### src/rtl/core_pkg.sv
// ----------------------------------------------------------------------------
// core_pkg
// Shared definitions for the RV32I multi-cycle sequencer:
//   seq_state_t  - FSM state encoding (also exported on the debug 'state' port)
//   trap_cause_t - sticky trap cause codes
//   PC_SEL_*     - encoding of the pc_sel mux select
//   take_target  - decides whether the PC update uses the jump/branch target
// ----------------------------------------------------------------------------
package core_pkg;

    typedef enum logic [2:0] {
        ST_IDLE   = 3'd0,
        ST_FETCH  = 3'd1,
        ST_DECODE = 3'd2,
        ST_EXEC   = 3'd3,
        ST_MEM    = 3'd4,
        ST_WB     = 3'd5,
        ST_HALT   = 3'd6,
        ST_TRAP   = 3'd7
    } seq_state_t;

    typedef enum logic [1:0] {
        CAUSE_NONE    = 2'b00,
        CAUSE_INVALID = 2'b01,
        CAUSE_IF_TMO  = 2'b10,
        CAUSE_MEM_TMO = 2'b11
    } trap_cause_t;

    localparam logic PC_SEL_SEQ = 1'b0;  // PC + 4
    localparam logic PC_SEL_TGT = 1'b1;  // jump / branch target

    // Jumps always redirect; branches only when the compare latched in EXEC
    // came out taken.
    function automatic logic take_target(input logic is_jal,
                                         input logic is_jalr,
                                         input logic is_branch,
                                         input logic br_q);
        return is_jal | is_jalr | (is_branch & br_q);
    endfunction

endpackage

### src/rtl/seq_wait_timer.sv
// ----------------------------------------------------------------------------
// seq_wait_timer
// Handshake watchdog shared by the fetch and data-memory request phases.
//   clk, nreset : clock, asynchronous active-low reset
//   clr         : restart the count (asserted on entry to a request phase)
//   run         : a request is being held this cycle
//   ack         : the request is acknowledged this cycle
//   expired     : combinational; last allowed request cycle passed with no ack
// The request may be held for exactly TIMEOUT cycles; an ack in the last of
// them still wins, because expiry is qualified with !ack.
// ----------------------------------------------------------------------------
module seq_wait_timer #(
    parameter int TIMEOUT = 16
) (
    input  logic clk,
    input  logic nreset,
    input  logic clr,
    input  logic run,
    input  logic ack,
    output logic expired
);

    localparam int CW = $clog2(TIMEOUT + 1);

    logic [CW-1:0] cnt;

    always_ff @(posedge clk or negedge nreset) begin
        if (!nreset) begin
            cnt <= '0;
        end else if (clr) begin
            cnt <= '0;
        end else if (run && !ack) begin
            cnt <= cnt + CW'(1);
        end
    end

    assign expired = run && !ack && (cnt == CW'(TIMEOUT - 1));

endmodule

### src/rtl/core_sequencer.sv
// ----------------------------------------------------------------------------
// core_sequencer
// Multi-cycle control FSM for the RV32I core. Turns the decoder's enable flags
// into timed strobes and guards the fetch / memory handshakes with a timeout.
//   clk, nreset          : clock, asynchronous active-low reset
//   halt_req             : stop request, honoured at instruction boundaries
//   if_req / if_ack      : instruction fetch handshake
//   ir_load              : latch fetched word into IR (same cycle as if_ack)
//   dec_*                : decoder flags, stable from DECODE onward
//   br_taken             : ALU compare result, sampled in EXEC
//   alu_go               : ALU evaluate strobe
//   mem_req/mem_we/ack   : data-memory handshake (mem_we 1 = store)
//   reg_we               : register write-back of bus C into rd
//   pc_load / pc_sel     : PC update strobe and source select
//   trap / trap_cause    : sticky trap flag and cause (registered)
//   instret              : retired-instruction counter, wraps
//   state                : current FSM state for debug
// All strobes decode from the state register (plus a few decoder/ack terms),
// so an asynchronous reset drops any in-flight request immediately.
// ----------------------------------------------------------------------------
module core_sequencer
    import core_pkg::*;
#(
    parameter int TIMEOUT = 16,
    parameter int CNT_W   = 32
) (
    input  logic             clk,
    input  logic             nreset,
    input  logic             halt_req,
    output logic             if_req,
    input  logic             if_ack,
    output logic             ir_load,
    input  logic             dec_rd_enc,
    input  logic             dec_alu_en,
    input  logic             dec_mem_en,
    input  logic             dec_rw,
    input  logic             dec_is_jal,
    input  logic             dec_is_jalr,
    input  logic             dec_is_branch,
    input  logic             dec_is_fence,
    input  logic             dec_is_system,
    input  logic             dec_is_invalid,
    input  logic             br_taken,
    output logic             alu_go,
    output logic             mem_req,
    output logic             mem_we,
    input  logic             mem_ack,
    output logic             reg_we,
    output logic             pc_load,
    output logic             pc_sel,
    output logic             trap,
    output logic [1:0]       trap_cause,
    output logic [CNT_W-1:0] instret,
    output logic [2:0]       state
);

    seq_state_t       state_q, state_d;
    trap_cause_t      cause_q, cause_d;
    logic             trap_q, trap_set;
    logic             br_q, latch_br;
    logic             retire;
    logic [CNT_W-1:0] instret_q;

    logic tmr_clr, tmr_run, tmr_ack, tmr_expired;

    // FENCE and SYSTEM take the ordinary EXEC -> WB path; their own flags
    // carry no sequencing information here.
    logic unused_dec;
    assign unused_dec = dec_is_fence ^ dec_is_system;

    // ------------------------------------------------------------------
    // Shared request watchdog. Cleared on the edge that enters FETCH or
    // MEM so each request phase starts from zero.
    // ------------------------------------------------------------------
    assign tmr_run = (state_q == ST_FETCH) || (state_q == ST_MEM);
    assign tmr_ack = (state_q == ST_FETCH) ? if_ack : mem_ack;
    assign tmr_clr = (state_d != state_q) &&
                     ((state_d == ST_FETCH) || (state_d == ST_MEM));

    seq_wait_timer #(
        .TIMEOUT (TIMEOUT)
    ) u_wait_timer (
        .clk     (clk),
        .nreset  (nreset),
        .clr     (tmr_clr),
        .run     (tmr_run),
        .ack     (tmr_ack),
        .expired (tmr_expired)
    );

    // ------------------------------------------------------------------
    // State and bookkeeping registers
    // ------------------------------------------------------------------
    always_ff @(posedge clk or negedge nreset) begin
        if (!nreset) begin
            state_q   <= ST_IDLE;
            trap_q    <= 1'b0;
            cause_q   <= CAUSE_NONE;
            br_q      <= 1'b0;
            instret_q <= '0;
        end else begin
            state_q <= state_d;
            if (trap_set) begin
                trap_q  <= 1'b1;
                cause_q <= cause_d;
            end
            if (latch_br) begin
                br_q <= br_taken;
            end
            if (retire) begin
                instret_q <= instret_q + CNT_W'(1);
            end
        end
    end

    // ------------------------------------------------------------------
    // Next state and strobes. Timeout / invalid-opcode checks come before
    // any halt handling; halt_req is only looked at in IDLE, WB and HALT.
    // ------------------------------------------------------------------
    always_comb begin
        state_d  = state_q;
        cause_d  = CAUSE_NONE;
        trap_set = 1'b0;
        latch_br = 1'b0;
        retire   = 1'b0;
        if_req   = 1'b0;
        ir_load  = 1'b0;
        alu_go   = 1'b0;
        mem_req  = 1'b0;
        mem_we   = 1'b0;
        reg_we   = 1'b0;
        pc_load  = 1'b0;
        pc_sel   = PC_SEL_SEQ;

        case (state_q)
            ST_IDLE: begin
                state_d = halt_req ? ST_HALT : ST_FETCH;
            end

            ST_FETCH: begin
                if_req = 1'b1;
                if (if_ack) begin
                    ir_load = 1'b1;
                    state_d = ST_DECODE;
                end else if (tmr_expired) begin
                    state_d  = ST_TRAP;
                    trap_set = 1'b1;
                    cause_d  = CAUSE_IF_TMO;
                end
            end

            ST_DECODE: begin
                if (dec_is_invalid) begin
                    state_d  = ST_TRAP;
                    trap_set = 1'b1;
                    cause_d  = CAUSE_INVALID;
                end else begin
                    state_d = ST_EXEC;
                end
            end

            ST_EXEC: begin
                alu_go   = dec_alu_en;
                latch_br = 1'b1;
                state_d  = dec_mem_en ? ST_MEM : ST_WB;
            end

            ST_MEM: begin
                mem_req = 1'b1;
                mem_we  = !dec_rw;
                if (mem_ack) begin
                    state_d = ST_WB;
                end else if (tmr_expired) begin
                    state_d  = ST_TRAP;
                    trap_set = 1'b1;
                    cause_d  = CAUSE_MEM_TMO;
                end
            end

            ST_WB: begin
                reg_we  = dec_rd_enc;
                pc_load = 1'b1;
                pc_sel  = take_target(dec_is_jal, dec_is_jalr, dec_is_branch, br_q)
                          ? PC_SEL_TGT : PC_SEL_SEQ;
                retire  = 1'b1;
                state_d = halt_req ? ST_HALT : ST_FETCH;
            end

            ST_HALT: begin
                if (!halt_req) begin
                    state_d = ST_FETCH;
                end
            end

            ST_TRAP: begin
                state_d = ST_TRAP;
            end

            default: begin
                state_d = ST_TRAP;
            end
        endcase
    end

    assign trap       = trap_q;
    assign trap_cause = cause_q;
    assign instret    = instret_q;
    assign state      = state_q;

endmodule

### config.mk
export PLATFORM = sky130hd
export DESIGN_NAME = core_sequencer
export DESIGN_NICKNAME = d
export VERILOG_FILES = /design/src/rtl/core_pkg.sv /design/src/rtl/seq_wait_timer.sv /design/src/rtl/core_sequencer.sv
export SDC_FILE = /design/constraint.sdc
export NUM_CORES = 1
export LEC_CHECK = 0
export BUFFER_PORTS_ARGS = -buffer_cell sky130_fd_sc_hd__buf_2
export CAP_MARGIN = 0
export CORE_MARGIN = 2
export CORE_UTILIZATION = 50
export CTS_CLUSTER_SIZE = 14
export DETAILED_ROUTE_END_ITERATION = 10
export HOLD_SLACK_MARGIN = 0.05
export PLACE_DENSITY = 0.78
export SLEW_MARGIN = 5
export SYNTH_ARGS = -nofsm -noshare
export SYNTH_HDL_FRONTEND = slang
export SYNTH_HIERARCHICAL = 1
export SYNTH_SLANG_ARGS = --single-unit
### constraint.sdc
create_clock -name clk -period 6.4 [get_ports clk]
set_input_delay 0.32 -clock clk [delete_from_list [all_inputs] [get_ports clk]]
set_output_delay 0.32 -clock clk [all_outputs]
set_load 0.01 [all_outputs]
# After elaboration in Yosys (flattened, before gate mapping)
# Index checks and enable logic that the tools add are counted.
# word_totals
ff_bits	44
input_bits	16
output_inout_bits	46
wordCells	65
# op_classes
add_sub_neg	2
eq_ne	11
muxes	33
n_bitwise	3
reduce_logical	10
# ops
operator	count
adder 32 x 1 -> 32 bit, second input constant	1
case mux 3 bit (7 select lines)	1
2-to-1 mux 1 bit	18
2-to-1 mux 3 bit	6
equality test 3 bit, second input constant	5
2-to-1 mux 5 bit	2
2-to-1 mux 2 bit	4
equality test 3 x 1 -> 1 bit, second input constant	2
equality test 3 x 2 -> 1 bit, second input constant	2
case mux 2 bit (3 select lines)	1
adder 5 x 1 -> 5 bit, second input constant	1
equality test 5 x 4 -> 1 bit, second input constant	1
logical AND 1 bit	3
logical NOT 3 bit	1
inequality test 3 bit	1
case mux 1 bit (3 select lines)	1
logical NOT 1 bit	2
logical OR 1 bit	2
bitwise OR 1 bit	2
nonzero test 2 bit	1
OR reduction 2 bit	1
bitwise AND 1 bit	1

# Logic depth before layout (Yosys ltp)
# Gate-level depths: netlist of the first run.
# logic_depth
depth_word	12

# By module
# Netlist of the first run, hierarchy kept.
# by_module_without_submodules
mod	n_inst	cells_per_inst	area_per_inst_um2	seq_area_each_um2
core_sequencer	1	187	1968.1	975.9
seq_wait_timer	1	25	295.3	125.1

# Worst setup path before layout of the first run
# OpenSTA, ideal clock, no wires.
# synth_path
kind	register -> register
start	register state_q[2] (netlist: state[2])
end	register u_wait_timer.cnt[3]
setup_time_ns	0.125
arrival_ns	2.787
t_required_ns	6.275
setup_slack_ns	3.488
stages_incl_launch_ff	15
n_path_buf	3
synth_period_minus_slack_ns	2.912
cell_sequence	dfrtp_1 > buf_2 > nand2b_1 > clkbuf_1 > o221ai_1 > o21ai_0 > nor2b_4 > buf_6 > and2_1 > inv_1 > o32a_1 > o221ai_1 > a21oi_1 > nor2_1 > mux2_4
# synth_between
elab_chain_cells	12
# synth_rtl
element	line	rtl
start, declared	core_sequencer.sv:57	seq_state_t state_q, state_d;
start signal, assigned	core_sequencer.sv:102	state_q <= state_d;
equality test 3 x 1 -> 1 bit (*)	core_sequencer.sv:76	assign tmr_ack = (state_q == ST_FETCH) ? if_ack : mem_ack;
2-to-1 mux 1 bit (*)	core_sequencer.sv:76	
via tmr_ack	core_sequencer.sv:64	logic tmr_clr, tmr_run, tmr_ack, tmr_expired;
logical NOT 1 bit (*)	seq_wait_timer.sv:37	assign expired = run && !ack && (cnt == CW'(TIMEOUT - 1));
logical AND 1 bit (*) (2 in a row)	seq_wait_timer.sv:37	
via tmr_expired	core_sequencer.sv:64	
2-to-1 mux 3 bit (*)	core_sequencer.sv:145, core_sequencer.sv:173	
2-to-1 mux 3 bit, on equally long branches	core_sequencer.sv:171, core_sequencer.sv:142	
case mux 3 bit (7 select lines) (*)	core_sequencer.sv:135	case (state_q)
via state_d[1]	core_sequencer.sv:57	
equality test 3 x 1 -> 1 bit / equality test 3 bit (equally long branches)	core_sequencer.sv:78	((state_d == ST_FETCH) || (state_d == ST_MEM));
logical OR 1 bit	core_sequencer.sv:78	
logical AND 1 bit (*)	core_sequencer.sv:77	assign tmr_clr = (state_d != state_q) &&
via tmr_clr	core_sequencer.sv:64	
2-to-1 mux 5 bit / nonzero test 2 bit (equally long branches)	n/a	
end signal, assigned	seq_wait_timer.sv:33	cnt <= cnt + CW'(1);
end, declared	seq_wait_timer.sv:25	logic [CW-1:0] cnt;
# The timed path passes the listed nets; every way through them passes the cells marked *.
# A chain may end at the register's enable or synchronous reset.

# Worst setup path in the final report of the first run
# Same ends and word-level chain as after synthesis.

==> summary.txt, run 1 <==
TritonCTS Sinks -> 44
Core Area -> 0.00435 mm2
# Post-CTS Setup Buffers -> 0
outcome -> completed
cell count after placement -> 313
TritonRoute pass-1 iters -> 4
Max Cap Viol -> 0
Final Wtd Congestion -> 0.787
synthesized area -> 0.00226 mm2
Final ANT Viol Nets -> 0
number of synthesized register bits -> 44
relative slew slack -> 36.6%
TritonCTS clock tree -> built
VDD IR-drop max -> 140 uV
DRC errors left -> 0
CP Data Required Time -> 6580 ps
cts repair resizes -> 0
Critical Path Slowest Stage Cell -> dfrtp_1
root buf cell -> clkbuf_8
final WL -> 4.30 mm
Largest stage delay, worst path -> 580 ps
Final period util -> 53.3%
DR WL/cell -> 13.4 um
initial drt markers -> 80
Setup crit end kind -> register
detailed-placement wirelength estimate -> 3.06 mm
final setup fails -> 0
layout cells sized above 1 -> 28.3%
Hold Crit Class -> input pin to async pin
Max Clk Rate -> 293 MHz
Final Hold Vio Count -> 0
average cell area after synthesis -> 10.7 um2
GR Util All Layers -> 17.9%
Net Count, Synth -> 231
GR Util met2 -> 29.0%
synth warn -> 6
average vias per placed instance -> 5.44
clk_skew -> 9.62 ps
RSZ-0062 raised after global routing -> no
CP Max Fanout -> 12
most frequent cells in the layout -> buf_2 (59), dfrtp_1 (44), xnor2_1 (26)
Vias -> 1747
WP data arrival -> 3590 ps
CTS H-Tree Depth -> 2
IO Port Bufs -> 59
Buffers & Inverters on Critical Path -> 0
Die Wd -> 71.3 um
final setup TNS -> 0 ps
I/O pins -> 62
initial antenna violation count -> 0
met3 GRT Util -> 4.78%
global routing usage on met1 -> 24.0%
fraction of registers with async set/reset -> 100%
Tightest Pin Transition -> 950 ps
global route overflow -> 0
initial core utilization -> 52.0%
largest net degree at the start of global routing -> 45
library cells used by synthesis -> 42
Rows -> 24
CTS Buffer Depth -> 2
Nets -> 287
max-slew violation count -> 0
CP startpoint kind -> register
Area Overhead vs Synth -> 18.9%
Clock Latency Late Sink -> 290 ps
die height -> 71.3 um
Design Power -> 866 uW
number of synthesized flops with an enable pin -> 0
final cell count without fillers -> 321
first-pass GRT wire length -> 7.23 mm
Mapped Cells -> 212
CP cell instances -> nand2b_1, o221ai_1, o21ai_0, nor2b_4, and2_1, nor2_1, o32a_1, o221ai_1, a21oi_1, nor2_1, mux2_4
Ant. Diodes -> 0
vias in the first global route -> 1565
die area -> 0.00508 mm2
cts bufs inserted -> 5
hold buffers post-CTS -> 0
cell family with most CP delay -> compound AO/OA/AOI/OAI gates
GRT busiest layer -> met2
leading cell type in the layout, fill and taps excluded -> buf_2
register area share after synthesis -> 48.6%
crit path kind -> register to register
pwr dens -> 322 mW/mm2
Post-synth top flop -> dfrtp_1
leak pwr -> 1.37 nW
Worst-path clk slew -> 80 ps
Tmin final -> 3410 ps
==> layer usage <==
| metal | share of wire [%] | wire (um) |
|---|---|---|
| met4 | 0.98 | 42 |
| met2 | 48 | 2050 |
| met1 | 46 | 1990 |
| met5 | 0 | 0 |
| met3 | 5.2 | 224 |
==> power breakdown <==
part | leakage, nW | internal [mW] | total (mW) | switching, mW
clock | 0.0614 | 0.128 | 0.220 | 0.0919
combinational | 0.723 | 0.113 | 0.252 | 0.139
sequential | 0.584 | 0.322 | 0.395 | 0.0732
==> cells in the mapped netlist (4+ instances only) <==
library cell / number / area (um2)
dfrtp_1: 44 / 1100
xnor2_1: 26 / 228
nor2_1: 17 / 63.8
nand2_1: 15 / 56.3
nand3_1: 12 / 60.1
nand4_1: 11 / 68.8
xor2_1: 8 / 70.1
and3_1: 6 / 37.5
inv_1: 6 / 22.5
a21oi_1: 5 / 25.0
and4_1: 5 / 43.8
buf_2: 5 / 25.0
nor3_1: 5 / 25.0
and2_1: 4 / 25.0
o21ai_0: 4 / 20.0
==> sequential cells by signal, summed over array words and instances, names as in the netlist <==
register          flops
state                 3
trap_cause            2
trap                  1
instret              32
br_q                  1
u_wait_timer/cnt      5
==> per-stage QoR <==
stage               area (um2)  util, %  setup slack [ps]  hold slack (ps)
floorplan                 2260        -              3490             24.4
global placement          2570     59.0              3180              453
detailed placement        2570     59.0              3060              467
CTS                       2690     61.8              3030              206
global route              2690     61.8              2760              256
finish                    2690     61.8              2990              176
==> cell families (layout without fill, tap and decap cells) <==
| family | count (synthesis) | in the layout | share of synthesized area, % |
|---|---|---|---|
| simple gates | 92 | 92 | 25.5 |
| flops | 44 | 44 | 48.6 |
| xor+xnor | 34 | 34 | 13.2 |
| compound gates | 20 | 20 | 5.97 |
| buf+inv | 16 | 73 | 3.43 |
| fa+ha+maj | 3 | 3 | 1.66 |
| mux | 3 | 3 | 1.60 |
==> worst paths after layout <==
check	start	end	slack [ps]	cells after the start
max in group asynchronous	nreset	state[0]	5640	1
min in group clk	br_taken	br_q	250	3
worst min-delay path	nreset	instret[12]	180	1
worst max register to register	state[2]	u_wait_timer/cnt[3]	2990	11
worst max-delay path	state[2]	u_wait_timer/cnt[3]	2990	11
worst min register to register	trap	trap	480	2
==> cell type report <==
type                            instances  area [um2]
Clock buffer                            6        82.6
Clock inverter                          2        38.8
Fill cell                             374        1660
Inverter                                6        22.5
Multi-Input combinational cell        152        1080
Sequential cell                        44        1100
Tap cell                               52        65.1
Timing Repair Buffer                   59         295
Note: power is estimated with default switching activity, not from simulation.
==> inputs of run 2 (changes only) <==
Clock period 6.4 ns to 3.4 ns, I/O delays scaled along.
==> summary.txt, run 2 (synthesized netlist as in run 1, its figures left out) <==
final cell count without fillers -> 325 (was 321)
GR Util All Layers -> 18.2% (was 17.9%)
hold buffers post-CTS -> 0 (unchanged)
area of the multi-input gates -> 0.00108 mm2 (unchanged)
# Post-CTS Setup Buffers -> 0 (unchanged)
die height -> 71.3 um (unchanged)
VDD IR-drop max -> 287 uV (was 140 uV)
initial core utilization -> 52.0% (unchanged)
I/O pins -> 62 (unchanged)
Clock Latency Late Sink -> 290 ps (about the same)
leak pwr -> 1.37 nW (about the same)
met1 wire length -> 1.98 mm (was 1.99 mm)
Final ANT Viol Nets -> 0 (unchanged)
root buf cell -> clkbuf_8 (unchanged)
CTS Buffer Depth -> 2 (unchanged)
die area -> 0.00508 mm2 (unchanged)
outcome -> completed (unchanged)
cell count after placement -> 317 (was 313)
routed wire length on met2 -> 1.97 mm (was 2.05 mm)
WP data arrival -> 3210 ps (was 3590 ps)
Max Clk Rate -> 329 MHz (was 293 MHz)
crit path kind -> register to register (unchanged)
vias in the first global route -> 1625 (was 1565)
DR WL/cell -> 12.9 um (was 13.4 um)
Ant. Diodes -> 0 (unchanged)
cts repair resizes -> 0 (unchanged)
IO Port Bufs -> 59 (unchanged)
CTS H-Tree Depth -> 2 (unchanged)
register area -> 0.00110 mm2 (unchanged)
Fillers -> 384 (was 374)
initial antenna violation count -> 0 (unchanged)
CP Max Fanout -> 12 (unchanged)
Tmin final -> 3040 ps (was 3410 ps)
Vias -> 1750 (was 1747)
TritonRoute pass-1 iters -> 4 (unchanged)
final setup fails -> 0 (unchanged)
final WL -> 4.20 mm (was 4.30 mm)
max-slew violation count -> 0 (unchanged)
R2R Setup Slk -> 360 ps (was 2990 ps)
reg2reg start -> state[2] (unchanged)
cts bufs inserted -> 5 (unchanged)
Crit. Startpoint -> state[2] (unchanged)
Setup crit end kind -> register (unchanged)
leading cell type in the layout, fill and taps excluded -> buf_2 (unchanged)
Core Area -> 0.00435 mm2 (unchanged)
Die Wd -> 71.3 um (unchanged)
initial drt markers -> 103 (was 80)
average vias per placed instance -> 5.38 (was 5.44)
Top Metal Used -> met4 (unchanged)
final setup TNS -> 0 ps (unchanged)
Worst-path clk slew -> 80 ps (about the same)
largest net degree at the start of global routing -> 45 (unchanged)
CP Data Required Time -> 3580 ps (was 6580 ps)
Max Cap Viol -> 0 (unchanged)
detailed-placement wirelength estimate -> 3.09 mm (was 3.06 mm)
TritonCTS Sinks -> 44 (unchanged)
clk_skew -> 8.18 ps (was 9.62 ps)
Area Overhead vs Synth -> 18.7% (was 18.9%)
pwr dens -> 580 mW/mm2 (was 322 mW/mm2)
reg2reg path depth -> 11 (unchanged)
max reg flops -> 32 (unchanged)
reg2reg end -> u_wait_timer/cnt[3] (unchanged)
Hold Crit Class -> input pin to async pin (unchanged)
most frequent cells in the layout -> buf_2 (59), dfrtp_1 (44), xnor2_1 (26) (unchanged)
first-pass GRT wire length -> 7.42 mm (was 7.23 mm)
CP startpoint kind -> register (unchanged)
DRC errors left -> 0 (unchanged)
layout cells sized above 1 -> 29.3% (was 28.3%)
relative slew slack -> 36.7% (was 36.6%)
DR WL met3 -> 201 um (was 224 um)
global route overflow -> 0 (unchanged)
Final Hold Vio Count -> 0 (unchanged)
Tightest Pin Transition -> 949 ps (was 950 ps)
RSZ-0062 raised after global routing -> no (unchanged)
Nets -> 291 (was 287)
Final Wtd Congestion -> 0.836 (was 0.787)
Final period util -> 89.3% (was 53.3%)
Rows -> 24 (unchanged)
Worst Setup EP -> u_wait_timer/cnt[3] (unchanged)
TritonCTS clock tree -> built (unchanged)
## run 2: cell count changes in the layout (fill, tap and decap cells not counted)
| cell | change |
|---|---|
| bufinv_16 | -1 |
| clkinv_2 | +2 |
| clkbuf_8 | -1 |
| buf_4 | +4 |
## run 2: worst min path at each step
| stage | slack [ps] | depth (start not counted) | to |
|---|---|---|---|
| final | 30 | 1 | trap |
| after floorplan | -130 | 0 | br_q |
| after CTS | 60 | 1 | instret[15] |
| after detailed placement | 380 | 1 | trap |
| after global placement | 380 | 1 | trap_cause[1] |
| after global routing | 110 | 1 | instret[24] |
## run 2: final cells by class
type,instances,area share (%)
multi-input combinational,152,40.4
clock inverter,3,0.699
clock buffer,5,2.56
sequential,44,41.0
inverter,6,0.838
tap,52,2.42
timing repair buffer,63,12.1
## run 2: worst max-delay path: stages (launching register included)
cell and delay [ps]:
dfrtp_1 560, nand2b_1 190, o221ai_1 210, o21ai_0 400, nor2b_4 120, and2_1 220, nor2_1 110, o32a_1 150
o221ai_1 140, a21oi_1 450, nor2_1 100, mux2_4 280
## run 2: report_power, final
group | internal [mW] | switching [mW]
registers | 0.607 | 0.101
clock network | 0.143 | 0.171
logic | 0.238 | 0.299
## run 2: metal layers
layer,GRT usage (%),up-vias
met5,0,-
met4,5.03,0
met3,4.36,4
met2,27.3,43
met1,26.6,842
li1,-,861
## run 2: per-stage QoR
step                worst slack, ps  cell area (um2)  hold WS [ps]  total power [mW]  util (%)
finish                          364             2690          27.3              1.56      61.7
global placement                474             2600           381              1.24      59.7
CTS                             336             2690          63.4              1.58      61.7
detailed placement              336             2600           382              1.26      59.7
floorplan                       488             2260          -126              1.09         -
global route                    168             2690           109              1.67      61.7
